### src/rtl/sqrt_iter_n.sv
// -----------------------------------------------------------------------------
// sqrt_iter_n
// Iterative square root for the custom float format. The format uses an
// unbiased signed exponent and a mantissa with an explicit leading one. NaN and
// +/-Inf are carried as separate flags. The unit runs a restoring digit
// recurrence that produces BPC root bits per cycle, then rounds the result to
// nearest, ties to even.
//
// Ports
//   clk, rst_n                  clock, asynchronous active-low reset
//   in_valid / in_ready         operand handshake
//   in_sign, in_exp, in_mant    operand
//   in_nan, in_pinf, in_ninf,   operand class (in_num = 0 is treated as NaN)
//   in_num
//   out_valid / out_ready       result handshake (outputs held while stalled)
//   out_sign, out_exp, out_mant result
//   out_nan, out_pinf, out_ninf result class
//   out_inexact                 nonzero remainder or nonzero guard bit
//   busy                        unit is not idle
// -----------------------------------------------------------------------------
module sqrt_iter_n #(
    parameter int MANT_W   = 11,
    parameter int EXP_W    = 7,
    parameter int EXP_ZERO = -15,
    parameter int EXP_SPEC = 16,
    parameter int BPC      = 1
) (
    input  logic                    clk,
    input  logic                    rst_n,
    input  logic                    in_valid,
    output logic                    in_ready,
    input  logic                    in_sign,
    input  logic signed [EXP_W-1:0] in_exp,
    input  logic [MANT_W-1:0]       in_mant,
    input  logic                    in_nan,
    input  logic                    in_pinf,
    input  logic                    in_ninf,
    input  logic                    in_num,
    output logic                    out_valid,
    input  logic                    out_ready,
    output logic                    out_sign,
    output logic signed [EXP_W-1:0] out_exp,
    output logic [MANT_W-1:0]       out_mant,
    output logic                    out_nan,
    output logic                    out_pinf,
    output logic                    out_ninf,
    output logic                    out_inexact,
    output logic                    busy
);

    localparam int W1 = MANT_W + 1;             // root width: mantissa plus guard bit
    localparam int N  = (W1 + BPC - 1) / BPC;   // CALC cycles
    localparam int S  = N * BPC;                // recurrence steps, >= W1
    localparam int RW = W1 + 3;                 // remainder width with headroom
    localparam int CW = $clog2(N + 1);

    if (BPC != 1 && BPC != 2) begin : g_bad_bpc
        $error("sqrt_iter_n: BPC must be 1 or 2");
    end

    typedef enum logic [1:0] {IDLE, CALC, ROUND, DONE} state_t;
    typedef enum logic [2:0] {CLS_NAN, CLS_NEG, CLS_PINF, CLS_ZERO, CLS_NUM} cls_t;
    typedef struct packed {
        logic [RW-1:0] rem;
        logic [S-1:0]  root;
    } step_t;

    // One restoring step: trial = (rem<<2 | bits) - (root<<2 | 1); keep it if >= 0.
    function automatic step_t sqrt_step(input step_t cur, input logic [1:0] bits);
        step_t         nxt;
        logic [RW+2:0] trial;
        trial = {1'b0, cur.rem, bits} - (RW+3)'({cur.root, 2'b01});
        if (!trial[RW+2]) begin
            nxt.rem  = RW'(trial);
            nxt.root = S'({cur.root, 1'b1});
        end else begin
            nxt.rem  = RW'({cur.rem, bits});
            nxt.root = S'({cur.root, 1'b0});
        end
        return nxt;
    endfunction

    state_t                    state_q, state_d;
    logic [2*S-1:0]            rad_q;
    logic [S-1:0]              root_q;
    logic [RW-1:0]             rem_q;
    logic [CW-1:0]             cnt_q;
    logic signed [EXP_W-1:0]   exp_q;

    logic                      out_sign_q, out_nan_q, out_pinf_q, out_ninf_q, out_inexact_q;
    logic signed [EXP_W-1:0]   out_exp_q;
    logic [MANT_W-1:0]         out_mant_q;

    logic                      accept;
    cls_t                      cls;
    logic                      in_special;
    logic                      spec_sign, spec_nan, spec_pinf;
    logic signed [EXP_W-1:0]   spec_exp;
    logic [MANT_W-1:0]         spec_mant;
    logic [W1-1:0]             radicand;
    logic [2*S-1:0]            rad_init;
    step_t                     s0, s1, calc_res;
    logic [W1-1:0]             root_w;
    logic                      guard, sticky, round_up;
    logic [MANT_W:0]           mant_sum;
    logic [MANT_W-1:0]         rnd_mant;
    logic signed [EXP_W-1:0]   rnd_exp;

    assign accept = in_valid & in_ready;

    // Operand classification and special-case results.
    always_comb begin
        // NOTE: every variable written here gets a default first so that no path leaves it unassigned and infers a latch.
        cls       = CLS_NUM;
        spec_sign = 1'b0;
        spec_nan  = 1'b0;
        spec_pinf = 1'b0;
        spec_exp  = EXP_W'(EXP_SPEC);
        spec_mant = '0;
        if (in_nan || !in_num)
            cls = CLS_NAN;
        else if (in_ninf || (in_sign && !in_pinf &&
                 !((in_exp == EXP_W'(EXP_ZERO)) && (in_mant == '0))))
            cls = CLS_NEG;
        else if (in_pinf)
            cls = CLS_PINF;
        else if ((in_exp == EXP_W'(EXP_ZERO)) && (in_mant == '0))
            cls = CLS_ZERO;

        case (cls)
            CLS_NAN: begin
                spec_sign = in_sign;
                spec_nan  = 1'b1;
                spec_mant = in_mant | (MANT_W'(1) << (MANT_W - 2));   // force quiet bit
            end
            CLS_NEG: begin
                spec_sign = 1'b1;
                spec_nan  = 1'b1;
                spec_mant = {2'b11, {(MANT_W-2){1'b0}}};
            end
            CLS_PINF: spec_pinf = 1'b1;
            CLS_ZERO: begin
                spec_sign = in_sign;
                spec_exp  = EXP_W'(EXP_ZERO);
            end
            default: ;
        endcase
        in_special = (cls != CLS_NUM);
    end

    // An odd exponent folds one factor of two into the radicand. The radicand
    // is left-aligned, so the recurrence always consumes it from the top.
    always_comb begin
        radicand = in_exp[0] ? {in_mant, 1'b0} : {1'b0, in_mant};
        rad_init = (2*S)'({radicand, {W1{1'b0}}});
    end

    always_comb begin
        s0       = sqrt_step({rem_q, root_q}, rad_q[2*S-1 -: 2]);
        s1       = sqrt_step(s0, rad_q[2*S-3 -: 2]);
        calc_res = (BPC == 2) ? s1 : s0;
    end

    // Round to nearest even: the guard bit is root[0] and the sticky bit is the remainder.
    always_comb begin
        root_w   = root_q[W1-1:0];
        guard    = root_w[0];
        sticky   = |rem_q;
        round_up = guard & (sticky | root_w[1]);
        mant_sum = {1'b0, root_w[W1-1:1]} + (MANT_W+1)'(round_up);
        rnd_mant = mant_sum[MANT_W-1:0];
        rnd_exp  = exp_q;
        if (mant_sum[MANT_W]) begin
            rnd_mant = {1'b1, {(MANT_W-1){1'b0}}};
            rnd_exp  = exp_q + EXP_W'(1);
        end
    end

    // State register
    always_ff @(posedge clk or negedge rst_n) begin
        // NOTE: clocked state uses non-blocking assignments so every register samples pre-edge values.
        if (!rst_n) state_q <= IDLE;
        else        state_q <= state_d;
    end

    // Next-state logic
    always_comb begin
        state_d = state_q;
        case (state_q)
            IDLE:    if (accept) state_d = in_special ? DONE : CALC;
            CALC:    if (cnt_q == CW'(1)) state_d = ROUND;
            ROUND:   state_d = DONE;
            DONE: begin
                if (accept)         state_d = in_special ? DONE : CALC;
                else if (out_ready) state_d = IDLE;
            end
            default: state_d = IDLE;
        endcase
    end

    // Handshake outputs
    always_comb begin
        in_ready  = (state_q == IDLE) || ((state_q == DONE) && out_ready);
        out_valid = (state_q == DONE);
        busy      = (state_q != IDLE);
    end

    // Datapath. The result registers load only on the edge that enters DONE.
    always_ff @(posedge clk or negedge rst_n) begin
        if (!rst_n) begin
            rad_q         <= '0;
            root_q        <= '0;
            rem_q         <= '0;
            cnt_q         <= '0;
            exp_q         <= '0;
            out_sign_q    <= 1'b0;
            out_exp_q     <= '0;
            out_mant_q    <= '0;
            out_nan_q     <= 1'b0;
            out_pinf_q    <= 1'b0;
            out_ninf_q    <= 1'b0;
            out_inexact_q <= 1'b0;
        end else if (accept) begin
            rad_q  <= rad_init;
            root_q <= '0;
            rem_q  <= '0;
            cnt_q  <= CW'(N);
            exp_q  <= in_exp >>> 1;
            if (in_special) begin
                out_sign_q    <= spec_sign;
                out_exp_q     <= spec_exp;
                out_mant_q    <= spec_mant;
                out_nan_q     <= spec_nan;
                out_pinf_q    <= spec_pinf;
                out_ninf_q    <= 1'b0;
                out_inexact_q <= 1'b0;
            end
        end else if (state_q == CALC) begin
            rad_q  <= rad_q << (2 * BPC);
            root_q <= calc_res.root;
            rem_q  <= calc_res.rem;
            cnt_q  <= cnt_q - CW'(1);
        end else if (state_q == ROUND) begin
            out_sign_q    <= 1'b0;
            out_exp_q     <= rnd_exp;
            out_mant_q    <= rnd_mant;
            out_nan_q     <= 1'b0;
            out_pinf_q    <= 1'b0;
            out_ninf_q    <= 1'b0;
            out_inexact_q <= guard | sticky;
        end
    end

    assign out_sign    = out_sign_q;
    assign out_exp     = out_exp_q;
    assign out_mant    = out_mant_q;
    assign out_nan     = out_nan_q;
    assign out_pinf    = out_pinf_q;
    assign out_ninf    = out_ninf_q;
    assign out_inexact = out_inexact_q;

endmodule

### config.mk
export PLATFORM = sky130hd
export DESIGN_NAME = sqrt_iter_n
export DESIGN_NICKNAME = d
export VERILOG_FILES = /design/src/rtl/sqrt_iter_n.sv
export SDC_FILE = /design/constraint.sdc
export NUM_CORES = 1
export LEC_CHECK = 0
export ABC_CLOCK_PERIOD_IN_PS = 3900
export CAP_MARGIN = 20
export CORE_MARGIN = 5
export CORE_UTILIZATION = 61
export CTS_CLUSTER_DIAMETER = 80
export DETAILED_ROUTE_END_ITERATION = 8
export PLACE_DENSITY = 0.86
export REMOVE_ABC_BUFFERS = 1
export SLEW_MARGIN = 10
export SYNTH_ARGS = -nofsm -noshare
export SYNTH_HDL_FRONTEND = slang
export SYNTH_SLANG_ARGS = --single-unit
### constraint.sdc
create_clock -name clk -period 3.9 [get_ports clk]
set_input_delay 1.17 -clock clk [delete_from_list [all_inputs] [get_ports clk]]
set_output_delay 1.17 -clock clk [all_outputs]
set_load 0.02 [all_outputs]
# Word level (Yosys, flattened, before mapping)
# Index checks and enable logic that the tools add are counted.
# totals
inputBits,27
romBits,0
latch_bits,0
memories,0
output_inout_bits,26
mem_bits_rw,0
regBits,86
# classes
n_mux,48
n_reduce_logical,21
multipliers,0
order_cmp,0
n_addsub,4
shift,0
div,0
bitwise_logic,4
n_eq_ne,14
# ops
op,n
two-way mux 11 bit,5
two-way mux 24 bit,2
two-way mux 7 bit,6
two-way mux 12 bit,3
two-way mux 15 bit,2
two-way mux 27 bit,1
case mux 11 bit (2 select lines),1
subtractor 17 x 14 -> 18 bit,1
two-way mux 1 bit,15
OR reduction 15 bit,1
adder 11 x 1 -> 12 bit,1
two-way mux 3 bit,4
logical NOT 11 bit,1
two-way mux 2 bit,5
two-way mux 4 bit,2
case mux 2 bit (4 select lines),1
"adder 6 x 2 -> 7 bit, second input constant",1
"equality test 7 x 5 -> 1 bit, second input constant",1
"equality test 3 x 2 -> 1 bit, second input constant",2
"inequality test 2 bit, second input constant",3
AND reduction 3 bit,2
nonzero test 2 bit,3
"equality test 2 bit, second input constant",2
"equality test 4 x 1 -> 1 bit, second input constant",1
15 further kinds,25

# Depth between registers and ports, before layout
# depth
depth_word,12
depth_mapped,12

# Worst setup path after synthesis
# OpenSTA, ideal clock, no wires.
# synth_path
path_kind,input -> output
startpoint,input port out_ready
endpoint,output port in_ready
cell_stages,2
arrival_ns,1.380
path_slack_ns,1.350
n_path_buf,0
path_cell_list,nand3_1 -> nand2_2
# synth_via
elab_chain_len,2
# synth_rtl
element,line_no,rtl
from (decl),40,"input logic out_ready,"
logical AND 1 bit,203,in_ready = (state_q == IDLE) || ((state_q == DONE) && out_ready);
logical OR 1 bit,203,
to (decl),31,"output logic in_ready,"
# No other way between the ends.

# Final worst setup path
# Same ends and word-level chain as after synthesis.

==> results.md <==
* Synth warnings at 0
* Post-CTS Hold Buffers at 0
* CP Capture Type: primary output
* Worst r2r src: rem_q[3]$_DFFE_PN0P_
* Final cell count without fillers at 638
* Pwr dens at just over 900 nW/µm²
* Initial antenna violation count at 0
* Vias per cell at around 6.1
* Worst Hold Slack at 0.488 ns
* Tmin final at 3.68 ns
* HPWL after DPL at between 8000 and 9000 µm
* Total of max-cap violations at 0
* Global-route wire length before repair at ~18000 µm
* # nets final at approximately 580
* Synth area leaders: dfrtp_1 41%, nand2_1 5.9%, ha_1 5.1%
* Post-synth ARST share at 1.00
* Clock tree buffer depth at 2
* Ys flop type: dfrtp_1
* Synthesis-to-layout area growth at 17.1%
* CP Class: in -> out
* CP Data Arrival Time at between 2 and 3 ns
* Terminus of the critical flop-to-flop path: out_mant[0]$_DFFE_PN0P_
* CTS tree: yes
* Placed Instances at roughly 620
* Share of the synthesized area in the top cell type at 0.414
* Hold Crit Class: reg -> reg
* Routability congestion estimate at roughly 0.90
* Antenna-violating nets left at 0
* Setup ws final at 0.221 ns
* Hold path cells at 2
* Die height at about 95 µm
* Synthesized cell area at approximately 4400 µm²
* Number of CTS-inserted buffers at 9
* Flops & latches, synth at 73
* CP startpoint kind: input port
* Hold EP: out_exp[3]$_DFFE_PN0P_
* Row count at 31
* DRT iter0 DRCs at 230
* Total number of vias at about 3.9k
* Cell variety after synth at slightly above 60
* VDD IR-drop max at between 0.0006 and 0.0007 V
* Worst Path Required at roughly 2.7 ns
* Max incr delay on CP at 0.60 ns
* CP Cell Sequence: clkdlybuf4s50_1 > nand3_1 > nand2_2 > clkdlybuf4s50_1
* Dpl cell area at between 4000 and 5000 µm²
* Status: completed
* Die area at 9040 µm²
* Crit path from: out_ready
* Synth Area per Inst at around 9 µm²
* DRC Markers at 0
* Setup TNS at 0 ns
* Largest net degree at the start of global routing at 41
* RSZ-0062 raised after global routing: false
* Leak at 0.00230 µW
* Post-place setup slack at around 0.23 ns
* Clock transition at the registers of the reported paths at 0.07 ns
* Total GRT Usage at 0.259
* Antenna Cells at 0
* Wirelength per Cell at ~17 µm
* Worst-Margin Slew at about 0.81 ns
* CTS resizes at 0
* Cells after Synth at between 400 and 500
* Clk sinks at 73
* Slew headroom at 0.460
* Level count of the clock H-tree at 3
* Number of synthesized flops with an enable pin at 0
* Crit path top cell by count: clkdlybuf4s50_1
* CORE AREA at between 7000 and 8000 µm²
* Beginning of the worst hold path: out_exp[3]$_DFFE_PN0P_
* Worst Skew at between 0.006 and 0.007 ns
* Post-CTS setup buffers at 0
* Port Buf Inserts at 51
* CTS root buffer: clkbuf_8
* Clk_lat worst skew at about 0.35 ns
* Final Routed Wirelength at roughly 11000 µm
* R2R depth at 11
* Die W at between 90 and 100 µm
* I/O pins at 53
* DR pass1 iterations at 5
* Fin. max-slew vios at 0
* Fin area at approximately 5200 µm²
* Slowest CP cell: clkdlybuf4s50_1
* Cell taking the most area after synthesis: dfrtp_1
* R2R Setup Slk at approximately 1.2 ns
* Final Hold Fails at 0
* Layout cells sized above 1 at 0.0668
* Final period util at 0.943
* Final setup viols at 0
* Vias in the first global route at between 3k and 4k
* Gr ovfl total at 0
* Starting Density at 0.618
* Critical Path Fanout Max at 4
* Fmax at roughly 270 MHz
* Register area share after synthesis at 0.414
registers in the layout, summed over array words and instances (netlist names), 2 cells and up:
register	flops
rem_q	15
rad_q	12
root_q	12
out_mant	11
out_exp	7
exp_q	6
cnt_q	4
state_q	2
worst max-delay path by stage:
stage,to,slack [ns],cells after the start
final,in_ready,0.22,4
after global routing,in_ready,0.16,4
after CTS,in_ready,0.22,4
after detailed placement,in_ready,0.23,4
after global placement,in_ready,0.25,4
after floorplan,out_mant[2]$_DFFE_PN0P_,1.05,6
report_power, final:
| part | switching (µW) | internal, µW |
|---|---|---|
| registers | 292 | 1090 |
| clock network | 275 | 263 |
| logic | 1650 | 1250 |
placed cells by master, fill, tap and decap left out, types with 3 or more instances in the layout:
| master | instances |
|---|---|
| xnor2_1 | 15 |
| nor3_1 | 5 |
| nor2_2 | 3 |
| ha_1 | 18 |
| o21a_1 | 3 |
| inv_1 | 24 |
| o21ai_0 | 39 |
| clkdlybuf4s50_1 | 50 |
| a21o_1 | 5 |
| mux2i_1 | 21 |
| a2bb2oi_1 | 3 |
| xor2_1 | 8 |
| and3_1 | 4 |
| nand2_1 | 69 |
| clkinv_2 | 3 |
| nand3_1 | 29 |
| a32oi_1 | 5 |
| nor4_1 | 8 |
| and4_1 | 3 |
| dfrtp_1 | 73 |
| a22oi_1 | 8 |
| o21ai_1 | 6 |
| nor2_1 | 26 |
| buf_4 | 7 |
| nand2b_1 | 6 |
| nor2b_1 | 5 |
| o31ai_1 | 3 |
| nand4_1 | 8 |
| clkbuf_8 | 11 |
| a221o_1 | 9 |
| and2_1 | 4 |
| a21oi_1 | 19 |
critical path: cells and delay by family:
kind          cells  cell delay (ns)
simple gates      2             0.21
buf+inv           2             1.13
cell families (layout without fill, tap and decap cells):
group                    after synthesis  after routing  synth area share
AND/OR/NAND/NOR                      180            180             0.197
AO/OA/AOI/OAI                        123            123             0.193
flip-flops                            73             73             0.414
buffers and inverters                 49             99            0.0482
XOR/XNOR                              23             23            0.0456
multiplexers                          22             22            0.0502
adder cells (fa/ha/maj)               18             18            0.0510
other                                  1              1          0.000850
layout make-up:
class | instances | area (µm²)
Multi-Input combinational cell | 367 | 2370
Fill cell | 545 | 1970
Sequential cell | 73 | 1830
Timing Repair Buffer | 59 | 578
Clock buffer | 13 | 159
Tap cell | 99 | 124
Inverter | 24 | 90.1
Clock inverter | 3 | 15.0
metrics by stage:
stage                     total power [µW]  utilization
after floorplan                       3380            -
after global placement                4090        0.700
after detailed placement              4240        0.700
after CTS                             4780        0.724
after global routing                  5220        0.724
final                                 4810        0.724
per-layer routing:
metal	routed length (µm)	up-vias	global-route usage
met2	5330	133	0.432
li1	-	1844	-
met5	0	-	0
met1	4850	1872	0.333
met3	613	20	0.0584
met4	221	0	0.0925
cell usage after synthesis, types with 3 or more instances:
master     number
a21o_1          5
a21oi_1        19
a221o_1         9
a22oi_1         8
a2bb2oi_1       3
a32oi_1         5
and2_1          4
and3_1          4
and4_1          3
buf_1           3
buf_2           8
buf_4           3
clkbuf_1       10
dfrtp_1        73
ha_1           18
inv_1          24
mux2i_1        21
nand2_1        69
nand2b_1        6
nand3_1        29
nand4_1         8
nor2_1         26
nor2_2          3
nor2b_1         5
nor3_1          5
nor4_1          8
o21a_1          3
o21ai_0        39
o21ai_1         6
o31ai_1         3
xnor2_1        15
xor2_1          8
Note: power is estimated with default switching activity, not from simulation.
